### src/rtl/fp_mul_pkg.sv
// Shared floating-point definitions: operand classes, result kinds, bias and
// canonical quiet-NaN encoding pieces, reused by the FP arithmetic blocks.
package fp_mul_pkg;

   // Operand classification after decode
   typedef enum logic [2:0] {
      CLS_ZERO,
      CLS_NORMAL,
      CLS_INF,
      CLS_QNAN,
      CLS_SNAN
   } fp_class_e;

   // What the final stage has to pack: a computed number or a fixed special
   typedef enum logic [1:0] {
      RES_NUM,
      RES_ZERO,
      RES_INF,
      RES_NAN
   } res_kind_e;

   // Canonical quiet NaN: sign 0, exponent all ones, mantissa MSB only
   localparam logic CANON_NAN_SIGN = 1'b0;
   localparam logic CANON_NAN_QBIT = 1'b1;

   // Exponent bias for an exponent field of exp_w bits
   function automatic int fp_bias(input int exp_w);
      return (1 << (exp_w - 1)) - 1;
   endfunction

   // Width-independent classifier; subnormals are treated as zero
   function automatic fp_class_e fp_classify(input logic exp_zero,
                                             input logic exp_ones,
                                             input logic man_zero,
                                             input logic man_msb);
      if (exp_zero) return CLS_ZERO;
      if (!exp_ones) return CLS_NORMAL;
      if (man_zero) return CLS_INF;
      if (man_msb) return CLS_QNAN;
      return CLS_SNAN;
   endfunction

endpackage

### src/rtl/fp_round_norm.sv
// Final multiplier stage logic: normalise the raw mantissa product, round to
// nearest-even, detect exponent overflow/underflow and pack the result word.
module fp_round_norm
   import fp_mul_pkg::*;
#(
   parameter int EXP_W = 8,
   parameter int MAN_W = 23
) (
   input  logic                     sign_i,
   input  res_kind_e                kind_i,
   input  logic                     invalid_i,
   input  logic [2*MAN_W+1:0]       prod_i,
   input  logic signed [EXP_W+1:0]  exp_i,
   output logic [EXP_W+MAN_W:0]     word_o,
   output logic                     invalid_o,
   output logic                     overflow_o,
   output logic                     underflow_o
);
   localparam int PW = 2 * MAN_W + 2;
   localparam int EW = EXP_W + 2;
   localparam logic signed [EW-1:0] ONE_E   = EW'(1);
   localparam logic signed [EW-1:0] ZERO_E  = '0;
   localparam logic signed [EW-1:0] EXP_MAX = EW'((1 << EXP_W) - 1);

   logic [PW-2:0]          prod_n;
   logic signed [EW-1:0]   exp_n;
   logic signed [EW-1:0]   exp_r;
   logic [MAN_W-1:0]       man_t;
   logic                   guard_b;
   logic                   sticky_b;
   logic                   lsb_b;
   logic                   round_up;
   logic [MAN_W:0]         man_sum;

   // Normalise so the hidden bit sits just above the kept mantissa, then round
   always_comb begin
      prod_n      = prod_i[PW-1] ? prod_i[PW-2:0] : {prod_i[PW-3:0], 1'b0};
      exp_n       = prod_i[PW-1] ? exp_i + ONE_E : exp_i;
      man_t       = prod_n[PW-2 -: MAN_W];
      lsb_b       = prod_n[MAN_W+1];
      guard_b     = prod_n[MAN_W];
      sticky_b    = |prod_n[MAN_W-1:0];
      round_up    = guard_b & (sticky_b | lsb_b);
      man_sum     = {1'b0, man_t} + {{MAN_W{1'b0}}, round_up};
      // A carry out of the mantissa leaves it all-zero and bumps the exponent
      exp_r       = man_sum[MAN_W] ? exp_n + ONE_E : exp_n;

      word_o      = '0;
      invalid_o   = invalid_i;
      overflow_o  = 1'b0;
      underflow_o = 1'b0;
      case (kind_i)
         RES_NAN:  word_o = {CANON_NAN_SIGN, {EXP_W{1'b1}}, CANON_NAN_QBIT, {(MAN_W-1){1'b0}}};
         RES_INF:  word_o = {sign_i, {EXP_W{1'b1}}, {MAN_W{1'b0}}};
         RES_ZERO: word_o = {sign_i, {(EXP_W+MAN_W){1'b0}}};
         default: begin
            if (exp_r >= EXP_MAX) begin
               word_o     = {sign_i, {EXP_W{1'b1}}, {MAN_W{1'b0}}};
               overflow_o = 1'b1;
            end else if (exp_r <= ZERO_E) begin
               word_o      = {sign_i, {(EXP_W+MAN_W){1'b0}}};
               underflow_o = 1'b1;
            end else begin
               word_o = {sign_i, exp_r[EXP_W-1:0], man_sum[MAN_W-1:0]};
            end
         end
      endcase
   end

endmodule

### src/rtl/fp_mul_pipe.sv
// Three-stage pipelined floating-point multiplier with valid/ready handshake.
// S1 decodes and classifies, S2 multiplies mantissas and sums exponents,
// S3 normalises, rounds and packs. All stages advance on a single enable.
module fp_mul_pipe
   import fp_mul_pkg::*;
#(
   parameter int EXP_W = 8,
   parameter int MAN_W = 23
) (
   input  logic                  clk,
   input  logic                  rst,
   input  logic [EXP_W+MAN_W:0]  data_iA,
   input  logic [EXP_W+MAN_W:0]  data_iB,
   input  logic                  Valid_In,
   output logic                  Ready_In,
   output logic [EXP_W+MAN_W:0]  data_o,
   output logic                  Valid_Out,
   input  logic                  Ready_Out,
   output logic                  flag_invalid,
   output logic                  flag_overflow,
   output logic                  flag_underflow
);
   localparam int W  = 1 + EXP_W + MAN_W;
   localparam int EW = EXP_W + 2;
   localparam int MW = MAN_W + 1;
   localparam int PW = 2 * MAN_W + 2;
   localparam logic signed [EW-1:0] BIAS_S = EW'(fp_bias(EXP_W));

   logic                 en;
   fp_class_e            cls_a, cls_b;
   logic                 inf_zero;
   logic                 nan_in;

   // Stage 1 state
   logic                 v1_d, v1_q, sign1_d, sign1_q, inv1_d, inv1_q;
   res_kind_e            kind1_d, kind1_q;
   logic [EXP_W-1:0]     ea1_d, ea1_q, eb1_d, eb1_q;
   logic [MW-1:0]        ma1_d, ma1_q, mb1_d, mb1_q;
   // Stage 2 state
   logic                 v2_d, v2_q, sign2_d, sign2_q, inv2_d, inv2_q;
   res_kind_e            kind2_d, kind2_q;
   logic [PW-1:0]        prod2_d, prod2_q;
   logic signed [EW-1:0] exp2_d, exp2_q;
   // Stage 3 state
   logic                 v3_d, v3_q;
   logic [W-1:0]         word3_d, word3_q, word_rn;
   logic                 inv3_d, inv3_q, ovf3_d, ovf3_q, unf3_d, unf3_q;
   logic                 rn_inv, rn_ovf, rn_unf;

   // The whole pipe moves unless a finished result is waiting on downstream
   assign en       = ~v3_q | Ready_Out;
   assign Ready_In = en;

   // S1: classify both operands and decide whether the result is a special
   always_comb begin
      cls_a    = fp_classify(data_iA[W-2 -: EXP_W] == '0, &data_iA[W-2 -: EXP_W],
                             data_iA[MAN_W-1:0] == '0, data_iA[MAN_W-1]);
      cls_b    = fp_classify(data_iB[W-2 -: EXP_W] == '0, &data_iB[W-2 -: EXP_W],
                             data_iB[MAN_W-1:0] == '0, data_iB[MAN_W-1]);
      inf_zero = (cls_a == CLS_INF && cls_b == CLS_ZERO) ||
                 (cls_a == CLS_ZERO && cls_b == CLS_INF);
      nan_in   = (cls_a == CLS_QNAN) || (cls_a == CLS_SNAN) ||
                 (cls_b == CLS_QNAN) || (cls_b == CLS_SNAN);
      v1_d     = Valid_In;
      sign1_d  = data_iA[W-1] ^ data_iB[W-1];
      inv1_d   = (cls_a == CLS_SNAN) || (cls_b == CLS_SNAN) || inf_zero;
      ea1_d    = data_iA[W-2 -: EXP_W];
      eb1_d    = data_iB[W-2 -: EXP_W];
      ma1_d    = {1'b1, data_iA[MAN_W-1:0]};
      mb1_d    = {1'b1, data_iB[MAN_W-1:0]};
      if (nan_in || inf_zero)
         kind1_d = RES_NAN;
      else if (cls_a == CLS_INF || cls_b == CLS_INF)
         kind1_d = RES_INF;
      else if (cls_a == CLS_ZERO || cls_b == CLS_ZERO)
         kind1_d = RES_ZERO;
      else
         kind1_d = RES_NUM;
   end

   // S2: full-width mantissa product and biased exponent sum
   always_comb begin
      v2_d    = v1_q;
      sign2_d = sign1_q;
      inv2_d  = inv1_q;
      kind2_d = kind1_q;
      prod2_d = {{MW{1'b0}}, ma1_q} * {{MW{1'b0}}, mb1_q};
      exp2_d  = $signed({2'b00, ea1_q}) + $signed({2'b00, eb1_q}) - BIAS_S;
   end

   fp_round_norm #(
      .EXP_W       (EXP_W),
      .MAN_W       (MAN_W)
   ) u_round_norm (
      .sign_i      (sign2_q),
      .kind_i      (kind2_q),
      .invalid_i   (inv2_q),
      .prod_i      (prod2_q),
      .exp_i       (exp2_q),
      .word_o      (word_rn),
      .invalid_o   (rn_inv),
      .overflow_o  (rn_ovf),
      .underflow_o (rn_unf)
   );

   // S3: capture packed result; flags are forced low for bubbles
   always_comb begin
      v3_d    = v2_q;
      word3_d = word_rn;
      inv3_d  = v2_q & rn_inv;
      ovf3_d  = v2_q & rn_ovf;
      unf3_d  = v2_q & rn_unf;
   end

   // Advance all three stages together; reset empties the pipe
   always_ff @(posedge clk) begin
      if (rst) begin
         v1_q    <= 1'b0;  sign1_q <= 1'b0;  inv1_q <= 1'b0;  kind1_q <= RES_NUM;
         ea1_q   <= '0;    eb1_q   <= '0;    ma1_q  <= '0;    mb1_q   <= '0;
         v2_q    <= 1'b0;  sign2_q <= 1'b0;  inv2_q <= 1'b0;  kind2_q <= RES_NUM;
         prod2_q <= '0;    exp2_q  <= '0;
         v3_q    <= 1'b0;  word3_q <= '0;
         inv3_q  <= 1'b0;  ovf3_q  <= 1'b0;  unf3_q <= 1'b0;
      end else if (en) begin
         v1_q    <= v1_d;  sign1_q <= sign1_d;  inv1_q <= inv1_d;  kind1_q <= kind1_d;
         ea1_q   <= ea1_d; eb1_q   <= eb1_d;    ma1_q  <= ma1_d;   mb1_q   <= mb1_d;
         v2_q    <= v2_d;  sign2_q <= sign2_d;  inv2_q <= inv2_d;  kind2_q <= kind2_d;
         prod2_q <= prod2_d;
         exp2_q  <= exp2_d;
         v3_q    <= v3_d;  word3_q <= word3_d;
         inv3_q  <= inv3_d; ovf3_q <= ovf3_d;   unf3_q <= unf3_d;
      end
   end

   assign Valid_Out      = v3_q;
   assign data_o         = word3_q;
   assign flag_invalid   = inv3_q;
   assign flag_overflow  = ovf3_q;
   assign flag_underflow = unf3_q;

endmodule

### config.mk
export PLATFORM = sky130hd
export DESIGN_NAME = fp_mul_pipe
export DESIGN_NICKNAME = d
export VERILOG_FILES = /design/src/rtl/fp_mul_pkg.sv /design/src/rtl/fp_round_norm.sv /design/src/rtl/fp_mul_pipe.sv
export SDC_FILE = /design/constraint.sdc
export NUM_CORES = 2
export LEC_CHECK = 0
export ABC_AREA = 0
export BUFFER_PORTS_ARGS = -buffer_cell sky130_fd_sc_hd__buf_2
export CAP_MARGIN = 20
export CORE_ASPECT_RATIO = 1.5
export CORE_MARGIN = 5
export CORE_UTILIZATION = 59
export CTS_CLUSTER_SIZE = 20
export DETAILED_ROUTE_END_ITERATION = 10
export GPL_TIMING_DRIVEN = 0
export PLACE_DENSITY = 0.8
export RECOVER_POWER = 50
export REMOVE_ABC_BUFFERS = 1
export SLEW_MARGIN = 20
export SYNTH_ARGS = -nofsm -noshare
export SYNTH_HDL_FRONTEND = slang
export SYNTH_SLANG_ARGS = --single-unit
### constraint.sdc
create_clock -name clk -period 6.95 [get_ports clk]
set_input_delay 1.39 -clock clk [delete_from_list [all_inputs] [get_ports clk]]
set_output_delay 1.39 -clock clk [all_outputs]
set_load 0.1 [all_outputs]
==> results by group <==
Run status
  – Status: finished, violations left
  – Failing checks: max-capacitance violations, max-slew violations

Yosys
  – Number of flops mapped to enable cells by yosys: 0
  – Post-synthesis register bit count: 167
  – Post-Synthesis Cells: 3157
  – Post-Syn Area per Cell: 8.51 sq um
  – Yosys cell types: 74
  – Yosys warns: 0
  – Async SR Flop Fraction: 0%
  – Share of the synthesized area in the top cell type: 36.0%
  – Top cells by area in the synthesized netlist: fa_1 36%, dfxtp_1 12%, ha_1 8.9%, inv_1 7.8%, nand2_1 7.6%
  – Yosys top cell by area: fa_1
  – Seq/Total Area, Yosys: 12.4%
  – Main synth FF type: dfxtp_1
  – Synthesized area: 26900 sq um

Clock network
  – Hold Buf Count CTS: 0
  – H-tree depth: 4
  – CTS sink cnt: 167
  – CTS clk-pin slew, worst paths: 0.08 ns
  – Worst-Skew Late Latency: 0.49 ns
  – CTS Buf Count: 17
  – CTS root buffer: clkbuf_16
  – CTS tree: done
  – CTS Buffer Depth: 2

STA
  – Final period utilization: 99.0%
  – Minimum clock period: 6.88 ns
  – Clock skew: 0.0410 ns
  – Max-slew headroom: -89.5%
  – Max Clk Rate: 145 MHz
  – RSZ-0062 raised after global routing: yes
  – Final hold vios: 0
  – Count of pins over their slew limit: 55
  – Slew @ Worst Pin: 2.84 ns
  – Setup violators final: 0

Pwr
  – Worst IR Drop VDD: 254 uV
  – Switching power total: 3.52 mW
  – Combinational share of power: 66.8%
  – Switching share of total power: 49.7%
  – Pleak: 14.2 nW
  – Int Pwr: 3.57 mW
  – Clk pwr share: 14.2%
  – Power Density: 236 nW/um^2
  – Portion of total power attributed to sequential cells: 19.0%
  – Power Total: 7.09 mW

Run
  – Maxcap violations: 1

Placement
  – I/O Buffers: 104
  – Hpwl dp: 54900 um
  – Routability cong.: 0.941

Drt
  – Drt pass-1 iters: 6
  – Initial DRC Count: 1838
  – Final wirelength: 84700 um
  – DRC Markers: 0
  – Wire per inst: 22.2 um
  – Final ANT Viol Nets: 0
  – Via density: 6.06
  – Vias post-DR: 23100

Critical path
  – CP endpoint: prod2_q[45]$_SDFFE_PP0P_
  – CP Launch Point: ma1_q[9]$_SDFFE_PP0P_
  – R2R Path End: prod2_q[45]$_SDFFE_PP0P_
  – Reg2reg setup slack: 0.07 ns
  – Critical path class: register to register
  – Req. time, crit path: 7.30 ns
  – Critical path data arrival time: 7.23 ns
  – Reg-to-Reg Start: ma1_q[9]$_SDFFE_PP0P_
  – CP Capture Type: register
  – CP Launch Type: register
  – CP Max Fanout: 7
  – Worst reg2reg path depth: 22

Floorplanning
  – Die X: 184 um
  – Core area: 44900 sq um
  – Die Area: 50000 sq um
  – FP Rows: 95
  – Initial Util: 59.8%
  – IO Pins: 105
  – Die height: 271 um

Final layout
  – Fin util: 66.7%
  – Area growth, synth to finish: 11.6%
  – Final net count: 3953
  – Layout cells sized above 1: 11.4%

Global routing
  – Global route hottest layer: met2
  – Vias in the first global route: 24500
  – M3 GR Usage: 5.34%
  – Total GRT Usage: 31.2%
  – Met1 global-route usage: 31.9%
  – First-pass GRT wire length: 123000 um
  – Met2 usage: 56.7%
  – Grt total ovfl: 0
  – Pin count of the biggest net entering global routing: 88
  – Initial antenna violation count: 4

Worst hold path
  – Hold Crit Class: register to register
-- placed cells by master (no fill, tap or decap), types with 15 or more instances in the layout --
cell type	n
a21oi_1	163
nor2_1	66
nand3_1	30
xor2_1	20
dfxtp_4	47
fa_1	474
and2_1	301
buf_2	91
xnor2_1	48
nand4_1	22
a21o_1	31
inv_1	554
nor3_1	24
buf_6	21
clkbuf_16	19
nor4_1	19
buf_4	45
o21ai_0	42
dfxtp_1	119
a22o_1	18
ha_1	178
buf_12	15
buf_8	15
nand2_1	545
-- layer usage --
layer	wire length (um)	up-vias	share of wire [%]
li1	-	9927	-
met1	25900	11400	31
met2	42500	1256	50
met3	7360	516	8.7
met4	8970	0	11
met5	0	-	0
-- cell families after synthesis --
logic type | Yosys count | share of synthesized area, %
fa+ha+maj | 675 | 44.9
flops | 167 | 12.4
xor+xnor | 68 | 2.22
buf+inv | 738 | 10.4
simple gates | 1100 | 19.9
mux | 19 | 0.731
compound gates | 390 | 9.34
-- worst min-delay path by stage --
stage          depth (start not counted)                      from  slack [ns]                  endpoint
3_3_place_gp                           2   prod2_q[5]$_SDFFE_PP0P_        0.44   prod2_q[5]$_SDFFE_PP0P_
4_1_cts                                2     eb1_q[0]$_SDFFE_PP0P_        0.46     eb1_q[0]$_SDFFE_PP0P_
2_1_floorplan                          2  prod2_q[11]$_SDFFE_PP0P_        0.43  prod2_q[11]$_SDFFE_PP0P_
5_1_grt                                2         v1_q$_SDFFE_PP0P_        0.48         v2_q$_SDFFE_PP0P_
6_report                               2     eb1_q[0]$_SDFFE_PP0P_        0.45     eb1_q[0]$_SDFFE_PP0P_
3_5_place_dp                           2     eb1_q[0]$_SDFFE_PP0P_        0.45     eb1_q[0]$_SDFFE_PP0P_
-- power by group through the flow --
stage	Clock (mW)	Combinational [mW]	Sequential, mW
global route	1.06	5.23	1.36
floorplan	0	2.77	1.44
global placement	0	3.84	1.40
finish	1.00	4.74	1.35
detailed placement	0	3.91	1.41
CTS	1.01	4.08	1.37
-- layout make-up --
class / instances / area, sq um
Multi-Input combinational cell: 2252 / 21200
Fill cell: 3498 / 15000
Sequential cell: 167 / 3520
Inverter: 562 / 2110
Timing Repair Buffer: 210 / 1840
Tap cell: 582 / 728
Clock buffer: 17 / 425
Clock inverter: 15 / 170
Antenna cell: 6 / 15.0
-- per-stage QoR --
| stage | setup TNS (ns) | cell area (sq um) | setup slack, ns | hold WS [ns] | std cells |
|---|---|---|---|---|---|
| floorplan | -358.23 | 26200 | -3.51 | 0.425 | 2981 |
| detailed placement | -17.23 | 27700 | -1.26 | 0.446 | 3677 |
| finish | 0 | 30000 | 0.0701 | 0.453 | 3811 |
| global placement | -1168.90 | 27400 | -9.29 | 0.438 | 3667 |
| CTS | -0.0410 | 28800 | -0.0410 | 0.456 | 3728 |
| global route | -0.484 | 30000 | -0.0817 | 0.477 | 3805 |
-- critical path, stage by stage, from the launching register on --
cell	delay (ns)
dfxtp_4	0.48
clkbuf_16	0.22
buf_4	0.13
nand2_1	0.08
fa_1	0.54
inv_1	0.05
fa_1	0.56
fa_1	0.44
fa_1	0.53
fa_1	0.43
fa_1	0.50
inv_1	0.05
fa_1	0.49
inv_1	0.07
ha_4	0.31
nand3_4	0.11
nor4_4	0.41
nand4_1	0.20
o22ai_4	0.24
o21bai_4	0.13
a211oi_4	0.33
nor3_1	0.08
or3b_4	0.37
-- flip-flops by register name, indices dropped and copies added (netlist names) --
signal,cells
Valid_Out,1
sign2_q,1
v1_q,1
sign1_q,1
data_o,32
ma1_q,24
v2_q,1
ea1_q,8
exp2_q,10
kind2_q,2
inv1_q,1
inv2_q,1
kind1_q,2
flag_invalid,1
prod2_q,48
flag_underflow,1
mb1_q,23
eb1_q,8
flag_overflow,1
-- cell usage after synthesis (6+ instances only) --
library cell,n
o21bai_1,6
or3_1,8
ha_1,192
nor2_1,68
inv_1,561
a21oi_1,172
dfxtp_1,167
a21o_1,31
a22o_1,18
a211oi_1,14
nor3_1,24
xor2_1,20
o21ai_0,47
fa_1,483
a31oi_1,9
nand4_1,22
nor4_1,25
o22ai_1,8
and3_1,9
and2_1,305
mux2i_1,14
nor2b_1,13
nand2_1,547
xnor2_1,48
nand3_1,32
clkbuf_1,166
o211ai_1,8
nand2b_1,12
a32o_1,9
-- repair_timing --
item | 4_1_cts | 5_1_grt
buffers inserted | 19 | 75
hold endpoints to repair | 0 | 0
resized for setup | 97 | 90
endpoints found under the setup margin | 31 | 20
pin swaps | 1 | 49
cloned | 0 | 2
Power figures use the tool's default switching activity.
